==> config.mk <==
export PLATFORM = sky130hd
export DESIGN_NAME = simd_seq
export DESIGN_NICKNAME = d
export VERILOG_FILES = /design/src/rtl/simd_seq.sv
export SDC_FILE = /design/constraint.sdc
export NUM_CORES = 2
export LEC_CHECK = 0
export ABC_CLOCK_PERIOD_IN_PS = 6700
export BUFFER_PORTS_ARGS = -buffer_cell sky130_fd_sc_hd__buf_4
export CAP_MARGIN = 30
export CORE_AREA = 2 2 517 519
export CTS_CLUSTER_SIZE = 12
export DETAILED_ROUTE_END_ITERATION = 16
export DIE_AREA = 0 0 519 521
export PLACE_DENSITY = 0.35
export SYNTH_ARGS = -nofsm -noshare
export SYNTH_HDL_FRONTEND = slang
export SYNTH_SLANG_ARGS = --single-unit
==> constraint.sdc <==
create_clock -name i_clk -period 6.7 [get_ports i_clk]
set_input_delay 1.34 -clock i_clk [delete_from_list [all_inputs] [get_ports i_clk]]
set_output_delay 1.34 -clock i_clk [all_outputs]
set_load 0.03 [all_outputs]
==> src/rtl/simd_seq.sv <==
// In-order command sequencer for the 8-lane simd_arr datapath: queues commands,
// fetches both operands from the scratchpad, runs the array and writes the result back.
module simd_seq #(
    parameter int UNIT_SIZE = 32,
    parameter int ADDR_W    = 8,
    parameter int Q_DEPTH   = 4
) (
    input  logic                   i_clk,
    input  logic                   i_rst,
    input  logic                   i_cmd_valid,
    output logic                   o_cmd_ready,
    input  logic [1:0]             i_cmd_op,
    input  logic [ADDR_W-1:0]      i_cmd_src1,
    input  logic [ADDR_W-1:0]      i_cmd_src2,
    input  logic [ADDR_W-1:0]      i_cmd_dst,
    output logic                   o_mem_ren,
    output logic [ADDR_W-1:0]      o_mem_raddr,
    input  logic [8*UNIT_SIZE-1:0] i_mem_rdata,
    output logic                   o_mem_wen,
    output logic [ADDR_W-1:0]      o_mem_waddr,
    output logic [8*UNIT_SIZE-1:0] o_mem_wdata,
    output logic [1:0]             o_arr_opcode,
    output logic [8*UNIT_SIZE-1:0] o_arr_in1,
    output logic [8*UNIT_SIZE-1:0] o_arr_in2,
    input  logic [8*UNIT_SIZE-1:0] i_arr_res,
    output logic                   o_done,
    output logic                   o_err,
    output logic                   o_busy
);
    localparam int VEC_W = 8 * UNIT_SIZE;
    localparam int PTR_W = $clog2(Q_DEPTH);
    localparam logic [PTR_W:0] FULL_CNT = (PTR_W + 1)'(Q_DEPTH);

    localparam logic [2:0] S_IDLE = 3'd0;
    localparam logic [2:0] S_RD1  = 3'd1;
    localparam logic [2:0] S_RD2  = 3'd2;
    localparam logic [2:0] S_CAP  = 3'd3;
    localparam logic [2:0] S_EXEC = 3'd4;
    localparam logic [2:0] S_WB   = 3'd5;

    localparam logic [1:0] OP_MATMUL  = 2'd2;
    localparam logic [1:0] OP_ILLEGAL = 2'd3;

    typedef struct packed {
        logic [1:0]        op;
        logic [ADDR_W-1:0] src1;
        logic [ADDR_W-1:0] src2;
        logic [ADDR_W-1:0] dst;
    } cmd_t;

    cmd_t              fifo_mem [Q_DEPTH];
    logic [PTR_W-1:0]  wr_ptr_q, rd_ptr_q;
    logic [PTR_W:0]    count_q;
    logic              fifo_empty, fifo_full, push, pop;
    cmd_t              fifo_head;

    logic [2:0]        state_q, state_d;
    cmd_t              cmd_q, cmd_d;
    logic [VEC_W-1:0]  op1_q, op1_d, op2_q, op2_d, res_q, res_d;

    assign fifo_empty  = (count_q == '0);
    assign fifo_full   = (count_q == FULL_CNT);
    assign o_cmd_ready = !fifo_full && !i_rst;
    assign push        = i_cmd_valid && o_cmd_ready;
    assign fifo_head   = fifo_mem[rd_ptr_q];

    assign o_arr_in1    = op1_q;
    assign o_arr_in2    = op2_q;
    assign o_arr_opcode = cmd_q.op;
    assign o_busy       = (state_q != S_IDLE) || !fifo_empty;

    always_comb begin
        state_d     = state_q;
        cmd_d       = cmd_q;
        op1_d       = op1_q;
        op2_d       = op2_q;
        res_d       = res_q;
        pop         = 1'b0;
        o_mem_ren   = 1'b0;
        o_mem_raddr = '0;
        o_mem_wen   = 1'b0;
        o_mem_waddr = '0;
        o_mem_wdata = '0;
        o_done      = 1'b0;
        o_err       = 1'b0;
        case (state_q)
            S_IDLE: begin
                if (!fifo_empty) begin
                    pop     = 1'b1;
                    cmd_d   = fifo_head;
                    state_d = S_RD1;
                end
            end
            S_RD1: begin
                if (cmd_q.op == OP_ILLEGAL) begin
                    o_err   = 1'b1;
                    state_d = S_IDLE;
                end else begin
                    o_mem_ren   = 1'b1;
                    o_mem_raddr = cmd_q.src1;
                    state_d     = S_RD2;
                end
            end
            S_RD2: begin
                o_mem_ren   = 1'b1;
                o_mem_raddr = cmd_q.src2;
                op1_d       = i_mem_rdata;
                state_d     = S_CAP;
            end
            S_CAP: begin
                op2_d   = i_mem_rdata;
                state_d = S_EXEC;
            end
            S_EXEC: begin
                res_d = i_arr_res;
                // Matmul only produces Y2..Y0 in lanes 0..2; clear the rest.
                if (cmd_q.op == OP_MATMUL) begin
                    res_d[VEC_W-3*UNIT_SIZE-1:0] = '0;
                end
                state_d = S_WB;
            end
            S_WB: begin
                o_mem_wen   = 1'b1;
                o_mem_waddr = cmd_q.dst;
                o_mem_wdata = res_q;
                o_done      = 1'b1;
                if (!fifo_empty) begin
                    pop     = 1'b1;
                    cmd_d   = fifo_head;
                    state_d = S_RD1;
                end else begin
                    state_d = S_IDLE;
                end
            end
            default: state_d = S_IDLE;
        endcase
    end

    always_ff @(posedge i_clk) begin
        if (i_rst) begin
            state_q  <= S_IDLE;
            cmd_q    <= '0;
            op1_q    <= '0;
            op2_q    <= '0;
            res_q    <= '0;
            wr_ptr_q <= '0;
            rd_ptr_q <= '0;
            count_q  <= '0;
        end else begin
            state_q <= state_d;
            cmd_q   <= cmd_d;
            op1_q   <= op1_d;
            op2_q   <= op2_d;
            res_q   <= res_d;
            if (push) wr_ptr_q <= wr_ptr_q + 1'b1;
            if (pop)  rd_ptr_q <= rd_ptr_q + 1'b1;
            if (push && !pop) begin
                count_q <= count_q + 1'b1;
            end else if (!push && pop) begin
                count_q <= count_q - 1'b1;
            end
        end
    end

    // Storage has no reset; emptiness is tracked solely by the pointers and count.
    always_ff @(posedge i_clk) begin
        if (push) begin
            fifo_mem[wr_ptr_q] <= '{op: i_cmd_op, src1: i_cmd_src1, src2: i_cmd_src2, dst: i_cmd_dst};
        end
    end
endmodule

==> impl_metrics.tcl <==
set metrics [dict create \
    outcome "finished clean" \
    cts_sinks 908 \
    worst_path_largest_cell_delay_ns 0.76 \
    ys_top_cells_by_area "dfxtp_1, nand2_1, a21oi_1, edfxtp_1, and2_1" \
    syn_inst 3989 \
    yosys_warnings 0 \
    rsz0062_at_grt "no" \
    via_per_inst 3.77 \
    setup_tns_ns 0 \
    hold_path_end "res_q[49]" \
    rows 189 \
    synth_top_area_cell "dfxtp_1" \
    grt_max_degree 150 \
    rrSetupSlack_ns 3.37 \
    hold_class "register to register" \
    final_common_cell "nand2_1" \
    yosysUniqueCellTypes 38 \
    grt_pass1_wl_um 292000 \
    cts_tree "built" \
    worstMarginPinSlew_ns 1.07 \
    postCtsSetupRepairBufs 0 \
    slew_violations 0 \
    holdPathStages 2 \
    crit_chain "and3_4, buf_16, buf_4, and2_1, buf_4" \
    finalWeightedCongestion 0.899 \
    multi_input_area_um2 13100 \
    dieArea_um2 270000 \
    critPathSlowestCell "dfxtp_1" \
    routed_wl_um 222000 \
    worst_ep_arrival_time_ns 3.59 \
    ctsHoldBuffers 0 \
    p_int_mw 11.2 \
    hpwl_um 172000 \
    io_pins 1333 \
    syn_to_final_growth_pct 52.0 \
    final_cell_mix "nand2_1, buf_4, dfxtp_1" \
    die_y_um 521 \
    grt_antenna_before_repair 81 \
    regArea_um2 19200 \
    drt-initial-drc-count 2262 \
    synth-seq-area-share_pct 56.8 \
    clock_latency_ns 0.80 \
    syn-num-nets 4536 \
    cts.path.max_buffers 3 \
    post_dp_cell_area_um2 47300 \
    end_kind "primary output" \
    pwr-share-clk_pct 38.3 \
    drt_first_pass_iters 7 \
    startpoint_type "register" \
    pwr-share-seq_pct 37.5 \
    floorplan.die.width_um 519 \
    swShare_pct 35.0 \
    min_period_ns 4.93 \
    synth_top_area_share_pct 47.6 \
    power.switching_mw 6.06 \
    drive_above_1_share_pct 30.8 \
    fin_skew_ns 0.0574 \
    grt_util_all_layers_pct 15.6 \
    post_cts_resized 0 \
    worstReg2RegStart "state_q[1]" \
    maxCapViolations 0 \
    required_ns 5.36 \
    period_share_pct 73.6 \
    grt_pass1_vias 32200 \
    ys_ff_latch 908 \
    setup_viol 0 \
    synth_area_um2 33800 \
    path_clk_slew_ns 0.06 \
    fillers 29900 \
    crit_top_cell "buf_4" \
    path_max_fanout 106 \
    worst_hold_startpoint "res_q[49]" \
    r2r_cells 7 \
    root_buffer "clkbuf_16" \
    pwr-share-comb_pct 24.2 \
    vias 33200 \
    nNetsFinal 5695 \
    max_freq_mhz 203 \
    wl_per_cell_um 25.2 \
    hold_viol_final 0 \
    synth_edf_count 104 \
    drc 0 \
    synth_area_per_cell_um2 8.48 \
    relSlewSlack_pct 28.9 \
    cts_htree_levels 3 \
    worstSetupPathType "register to primary output" \
    ys.flop_type "dfxtp_1" \
    synthArstFlopShare_pct 0 \
    start_util_pct 12.8 \
    power.density_nw_per_um2 336 \
    finalInstanceArea_um2 51400 \
    gr-total-overflow 0 \
    coreArea_um2 264000 \
    portBuffers 1332 \
    ir_drop_uv 227 \
    reg2reg_to "o_arr_in1[120]" \
    drtAntennaViolNets 0 \
    numCtsBuffers 117 \
    leakagePower_nw 19.6 \
]
## power by group through the flow
stage / combinational (mW) / clock (mW) / sequential (mW)
floorplan: 1.74 / 0 / 7.08
global placement: 4.26 / 0 / 6.59
detailed placement: 4.28 / 0 / 6.59
CTS: 4.28 / 6.90 / 6.48
global route: 4.51 / 7.07 / 6.54
finish: 4.18 / 6.63 / 6.48
## area by class of cell
cell class / count / area share, %
timing repair buffer: 1378 / 20.5
inverter: 5 / 0.0365
sequential: 908 / 37.4
antenna: 37 / 0.180
clock buffer: 162 / 6.49
clock inverter: 54 / 1.34
tap: 3533 / 8.59
multi-input combinational: 2738 / 25.5
## cells in the mapped netlist (2+ instances only)
cell type	n
nand4_1	26
or3_1	2
a22o_1	8
nand3_1	161
o31ai_1	27
nand2_1	1377
ha_1	5
xor2_1	3
nor3_1	3
and2_1	268
edfxtp_1	104
a21oi_1	798
or3b_2	2
clkbuf_1	164
nand2b_1	5
dfxtp_1	804
buf_4	21
buf_2	153
nor2_1	5
or4_1	2
mux2i_1	2
mux4_2	26
inv_1	5
nor3b_2	4
## worst max path at each step
stage               startpoint               end  slack, ns  depth (start not counted)
global route        state_q[0]   o_mem_wdata[62]       1.52                          5
global placement    state_q[0]   o_mem_wdata[59]       2.40                          4
detailed placement  state_q[0]   o_mem_wdata[94]       2.60                          5
floorplan                i_rst       o_cmd_ready       3.07                          4
CTS                 state_q[0]   o_mem_wdata[73]       1.72                          5
finish              state_q[0]  o_mem_wdata[114]       1.77                          5
## worst max-delay path: cells and delay by family (launching register included)
family | cells | cell delay (ns)
buffers and inverters | 3 | 1.08
and+or+nand+nor | 2 | 0.71
DFF | 1 | 0.76
## through the flow
step	std cells	hold WS, ns	power (mW)	setup slack (ns)	utilization (%)
6_report	8815	0.449	17.3	1.77	19.5
5_1_grt	8796	0.461	18.1	1.52	19.4
4_1_cts	8778	0.450	17.7	1.72	19.4
3_5_place_dp	8562	0.442	10.9	2.60	17.9
3_3_place_gp	8560	0.436	10.8	2.40	17.9
2_1_floorplan	3989	0.427	8.82	3.07	-
## logic make-up after synthesis
family | Yosys count | share of synthesized area, %
xor+xnor | 4 | 0.126
fa+ha+maj | 6 | 0.244
buf+inv | 343 | 4.60
compound gates | 839 | 12.7
simple gates | 1860 | 23.7
flops | 908 | 56.8
mux | 29 | 1.82
## flip-flops by register name, summed over array words and instances, names as in the netlist
register,count
o_arr_in1,256
o_arr_in2,256
res_q,256
fifo_mem,104
cmd_q,24
count_q,3
state_q,3
o_arr_opcode,2
rd_ptr_q,2
wr_ptr_q,2
## per-layer routing
layer	GRT usage (%)	routed length (µm)
met5	0.281	273
met2	22.7	94000
met3	7.60	25500
met4	5.38	5510
met1	20.0	96600
(Power assumes the default switching activity.)
